File: config.mk
export PLATFORM = sky130hd
export DESIGN_NAME = sram_arbiter
export DESIGN_NICKNAME = d
export VERILOG_FILES = /design/src/rtl/sram_arbiter.sv
export SDC_FILE = /design/constraint.sdc
export NUM_CORES = 1
export LEC_CHECK = 0
export CAP_MARGIN = 20
export CORE_MARGIN = 2
export CORE_UTILIZATION = 45
export DETAILED_ROUTE_END_ITERATION = 8
export GPL_ROUTABILITY_DRIVEN = 0
export MAX_ROUTING_LAYER = met4
export PLACE_DENSITY = 0.86
export SETUP_SLACK_MARGIN = 0.05
export SLEW_MARGIN = 20
export SYNTH_ARGS = -nofsm -noshare
export SYNTH_HDL_FRONTEND = slang
export SYNTH_SLANG_ARGS = --single-unit
File: constraint.sdc
create_clock -name clk -period 3.3 [get_ports clk]
set_clock_uncertainty 0.15 [all_clocks]
set_input_delay 0.66 -clock clk [delete_from_list [all_inputs] [get_ports clk]]
set_output_delay 0.66 -clock clk [all_outputs]
set_load 0.01 [all_outputs]
File: src/rtl/sram_arbiter.sv
// Arbitrates ibus/dbus sram masters onto one memory port with a timeout watchdog.
// Define SRAM_ARBITER_RR_EN for round-robin grant on ties; default is dbus priority.
module sram_arbiter #(
  parameter int TIMEOUT = 255,
  parameter int CNT_W   = 8
) (
  input  logic        clk,
  input  logic        rst,
  input  logic        i_en,
  input  logic [31:0] i_addr,
  output logic        i_stall,
  output logic [31:0] i_data_r,
  output logic        i_err,
  input  logic        d_en,
  input  logic [3:0]  d_we,
  input  logic [31:0] d_addr,
  input  logic [31:0] d_data_w,
  output logic        d_stall,
  output logic [31:0] d_data_r,
  output logic        d_err,
  output logic        mem_req,
  output logic [3:0]  mem_we,
  output logic [31:0] mem_addr,
  output logic [31:0] mem_wdata,
  input  logic [31:0] mem_rdata,
  input  logic        mem_ack
);

  localparam logic [1:0] IDLE = 2'd0;
  localparam logic [1:0] BUSY = 2'd1;
  localparam logic [1:0] RESP = 2'd2;

  localparam logic OWN_I = 1'b0;
  localparam logic OWN_D = 1'b1;

  localparam logic [CNT_W-1:0] TO_LAST = CNT_W'(TIMEOUT - 1);

  logic [1:0]       state;
  logic             owner;
  logic [CNT_W-1:0] cnt;
  logic             gnt_d;
  logic             gnt_i;
  logic             to_hit;

`ifdef SRAM_ARBITER_RR_EN
  logic last_owner;

  // On a tie, serve whoever was not granted last.
  always_comb begin
    gnt_d = d_en && (!i_en || last_owner == OWN_I);
    gnt_i = i_en && !gnt_d;
  end

  always_ff @(posedge clk) begin
    if (!rst) begin
      last_owner <= OWN_I;
    end else if (state == IDLE) begin
      if (gnt_d)
        last_owner <= OWN_D;
      else if (gnt_i)
        last_owner <= OWN_I;
    end
  end
`else
  always_comb begin
    gnt_d = d_en;
    gnt_i = i_en && !d_en;
  end
`endif

  assign to_hit  = (TIMEOUT != 0) && (cnt == TO_LAST);
  assign mem_req = (state == BUSY);

  // Stall drops only in the owner's RESP cycle.
  assign i_stall = i_en && !(state == RESP && owner == OWN_I);
  assign d_stall = d_en && !(state == RESP && owner == OWN_D);

  always_ff @(posedge clk) begin
    if (!rst) begin
      state     <= IDLE;
      owner     <= OWN_I;
      cnt       <= '0;
      mem_we    <= '0;
      mem_addr  <= '0;
      mem_wdata <= '0;
      i_data_r  <= '0;
      d_data_r  <= '0;
      i_err     <= 1'b0;
      d_err     <= 1'b0;
    end else begin
      i_err <= 1'b0;
      d_err <= 1'b0;
      unique case (state)
        IDLE: begin
          cnt <= '0;
          if (gnt_d) begin
            owner     <= OWN_D;
            mem_we    <= d_we;
            mem_addr  <= d_addr;
            mem_wdata <= d_data_w;
            state     <= BUSY;
          end else if (gnt_i) begin
            owner     <= OWN_I;
            mem_we    <= '0;
            mem_addr  <= i_addr;
            mem_wdata <= '0;
            state     <= BUSY;
          end
        end
        BUSY: begin
          if (mem_ack) begin
            if (owner == OWN_D)
              d_data_r <= mem_rdata;
            else
              i_data_r <= mem_rdata;
            state <= RESP;
          end else if (to_hit) begin
            if (owner == OWN_D)
              d_err <= 1'b1;
            else
              i_err <= 1'b1;
            state <= RESP;
          end else begin
            cnt <= cnt + CNT_W'(1);
          end
        end
        RESP: begin
          cnt   <= '0;
          state <= IDLE;
        end
        default: begin
          cnt   <= '0;
          state <= IDLE;
        end
      endcase
    end
  end

endmodule

==> impl_metrics.env <==
export IMPL_run_status="completed"
export IMPL_rows=42
export IMPL_crit_type="primary input to output port"
export IMPL_final_nets=1045
export IMPL_drc=0
export IMPL_cp_slowest_cell="clkdlybuf4s50_1"
export IMPL_max_slew_margin=0.539
export IMPL_via_per_inst=5.14
export IMPL_drive_gt1_frac=0.0468
export IMPL_synth_ff_type="dfxtp_1"
export IMPL_fmax_ghz=0.364
export IMPL_root_buffer="clkbuf_16"
export IMPL_hold_viol=0
export IMPL_die_w_um=120
export IMPL_avgSynthCellArea_um2=9.09
export IMPL_crit_family="buffers and inverters"
export IMPL_ys_async_sr_fraction=0
export IMPL_die_area_um2=14300
export IMPL_crit_chain="clkdlybuf4s50_1 -> o31a_1 -> clkdlybuf4s50_1"
export IMPL_startpoint_type="primary input"
export IMPL_coreArea_um2=13100
export IMPL_setup_viol=0
export IMPL_fin_crit_sh=0.833
export IMPL_yosys_register_bits=145
export IMPL_diodes=0
export IMPL_slew_viol_final=0
export IMPL_clk_latency_ns=0.41
export IMPL_tns_ns=0
export IMPL_cts_tree="built"
export IMPL_grt_total_usage=0.249
export IMPL_ctsResizeCount=0
export IMPL_synth_area_um2=6010
export IMPL_drtIter0Drc=366
export IMPL_vias=5626
export IMPL_yosysUniqueCellTypes=41
export IMPL_peakVddDrop_mv=0.283
export IMPL_critPathRequiredTime_ns=2.49
export IMPL_cpMostUsedCell="clkdlybuf4s50_1"
export IMPL_clockBufferDepth=2
export IMPL_tightest_slew_ns=0.692
export IMPL_rsz0062_at_grt="false"
export IMPL_worstPathArrival_ns=1.94
export IMPL_hold_path_endpoint="d_data_r[0]"
export IMPL_maxCapViolCount=0
export IMPL_path_clk_slew_ns=0.05
export IMPL_holdPathStages=2
export IMPL_cts_sinks=145
export IMPL_r2r_end="mem_wdata[13]"
export IMPL_fin_cells=1095
export IMPL_wirelength_um=17300
export IMPL_worstHoldStart="d_data_r[0]"
export IMPL_grt_pass1_vias=5458
export IMPL_post_drt_wl_per_cell_um=15.8
export IMPL_antenna_found_initial=0
export IMPL_final_min_clock_period_ns=2.75
export IMPL_leakagePower_nw=3.71
export IMPL_critPathMaxFanout=4
export IMPL_dp_hpwl_um=11900
export IMPL_synth_edff_count=0
export IMPL_cts_buffers=17
export IMPL_synthCells=661
export IMPL_critPathCaptureType="output port"
export IMPL_holdBufCountCts=0
export IMPL_min_path_type="register to register"
export IMPL_grt_overflow=0
export IMPL_syn2layout_area_growth_pct=55.1
export IMPL_placed_cells=1063
export IMPL_p_per_area_nw_per_um2=496
export IMPL_yosysSeqAreaShare=0.483
export IMPL_start_util=0.458
export IMPL_die_h_um=120
export IMPL_postRouteAntennaNets=0
export IMPL_rr_startpoint="state[0]"
export IMPL_dr_pass1_iters=4
export IMPL_pin_count=274
export IMPL_grt_pass1_wl_um=27400
export IMPL_worstPathBufferInverterCount=2
export IMPL_grt_max_degree=75
export IMPL_htreeDepth=4
export IMPL_synthesis_nets=800
export IMPL_post_cts_setup_buffer_count=0
export IMPL_yosysWarnings=0
export IMPL_port_buffers=273
export IMPL_worst_r2r_cell_count=4
export IMPL_slowest_delay_ns=0.57
export IMPL_r2r_setup_slack_ns=1.54
[sequential cells by signal (all words and copies together), names as in the netlist]
signal	flops
mem_we	4
mem_wdata	32
d_data_r	32
mem_addr	32
d_err	1
cnt	8
owner	1
i_data_r	32
state	2
i_err	1
[how the worst max path moves through the flow]
stage | slack [ns] | startpoint | cells past startpoint | endpoint
floorplan | 1.25 | d_en | 3 | d_stall
CTS | 0.54 | i_en | 3 | i_stall
finish | 0.55 | i_en | 3 | i_stall
global placement | 0.56 | i_en | 3 | i_stall
global route | 0.50 | i_en | 3 | i_stall
detailed placement | 0.55 | i_en | 3 | i_stall
[layout make-up]
class                      count  area [µm²]
fill                        1021        3810
multi-input combinational    454        2790
inverter                       3        11.3
clock inverter                 4        73.8
clock buffer                  28         497
tap                          176         220
timing repair buffer         285        2830
sequential                   145        2900
[metrics by stage]
step	hold WS (ns)	setup slack [ns]	power, mW	utilization	instance area (µm²)
floorplan	0.278	1.25	2.34	-	6010
detailed placement	0.294	0.555	2.80	0.666	8750
global route	0.321	0.498	4.81	0.710	9320
CTS	0.302	0.543	4.65	0.710	9320
global placement	0.290	0.555	2.78	0.666	8750
finish	0.299	0.550	4.62	0.710	9320
[tightest hold or removal path: stages, from the launching register on]
cell and delay, ns:
dfxtp_1 0.30, nand2_1 0.05, a21boi_1 0.05
[logic make-up (layout without fill, tap and decap cells)]
family | after synthesis | count (layout) | synth area share
buffers and inverters | 62 | 320 | 0.0533
and+or+nand+nor | 232 | 232 | 0.174
DFF | 145 | 145 | 0.483
AOI/OAI and AO/OA | 186 | 186 | 0.229
adders and majority gates | 2 | 2 | 0.00416
muxes | 34 | 34 | 0.0566
[cells in the final DEF (no fill, tap or decap), drive strengths merged, types with 2 or more instances in the layout]
master,synthesis,layout
clkinv,0,2
ha,2,2
nor2b,2,2
o31a,2,2
o21ai,39,39
or2,2,2
o211a,32,32
nand2,171,171
and4b,4,4
mux2i,34,34
nand2b,2,2
bufinv,0,2
a31oi,3,3
a211oi,2,2
buf,37,14
nand3,32,32
nor4,2,2
inv,3,3
clkbuf,22,28
a21boi,100,100
nor2,5,5
a21oi,3,3
clkdlybuf4s50,0,271
and3,2,2
dfxtp,145,145
[report_power, final]
group	total, mW	switching (mW)	internal (mW)	leakage, nW
clock	1.86	0.684	1.18	0.277
combinational	0.833	0.368	0.465	2.25
sequential	1.93	0.0650	1.86	1.18
total	4.62	1.12	3.50	3.71
[synth_stat cells, types with 2 or more instances]
cell	instances	area, µm²
nand2_1	171	642
dfxtp_1	145	2900
a21boi_1	100	751
o21ai_1	39	195
mux2i_1	34	340
nand3_1	32	160
o211a_1	32	320
buf_2	25	125
clkbuf_1	22	82.6
buf_4	5	37.5
buf_6	5	56.3
and4b_1	4	40.0
a21oi_1	3	15.0
a31oi_1	3	18.8
inv_1	3	11.3
nor2_1	3	11.3
a211oi_1	2	15.0
and3_1	2	12.5
buf_1	2	7.51
ha_1	2	25.0
nand2b_1	2	12.5
nor2_4	2	22.5
nor2b_1	2	12.5
nor4_1	2	12.5
o31a_1	2	17.5
or2_1	2	12.5
[routing by layer]
layer	track usage	vias to the layer above	routed length, µm
li1	-	2775	-
met1	0.281	2587	7040
met2	0.417	224	8570
met3	0.0637	40	1150
met4	0.110	0	541
met5	-	-	0
(Power assumes the default switching activity.)
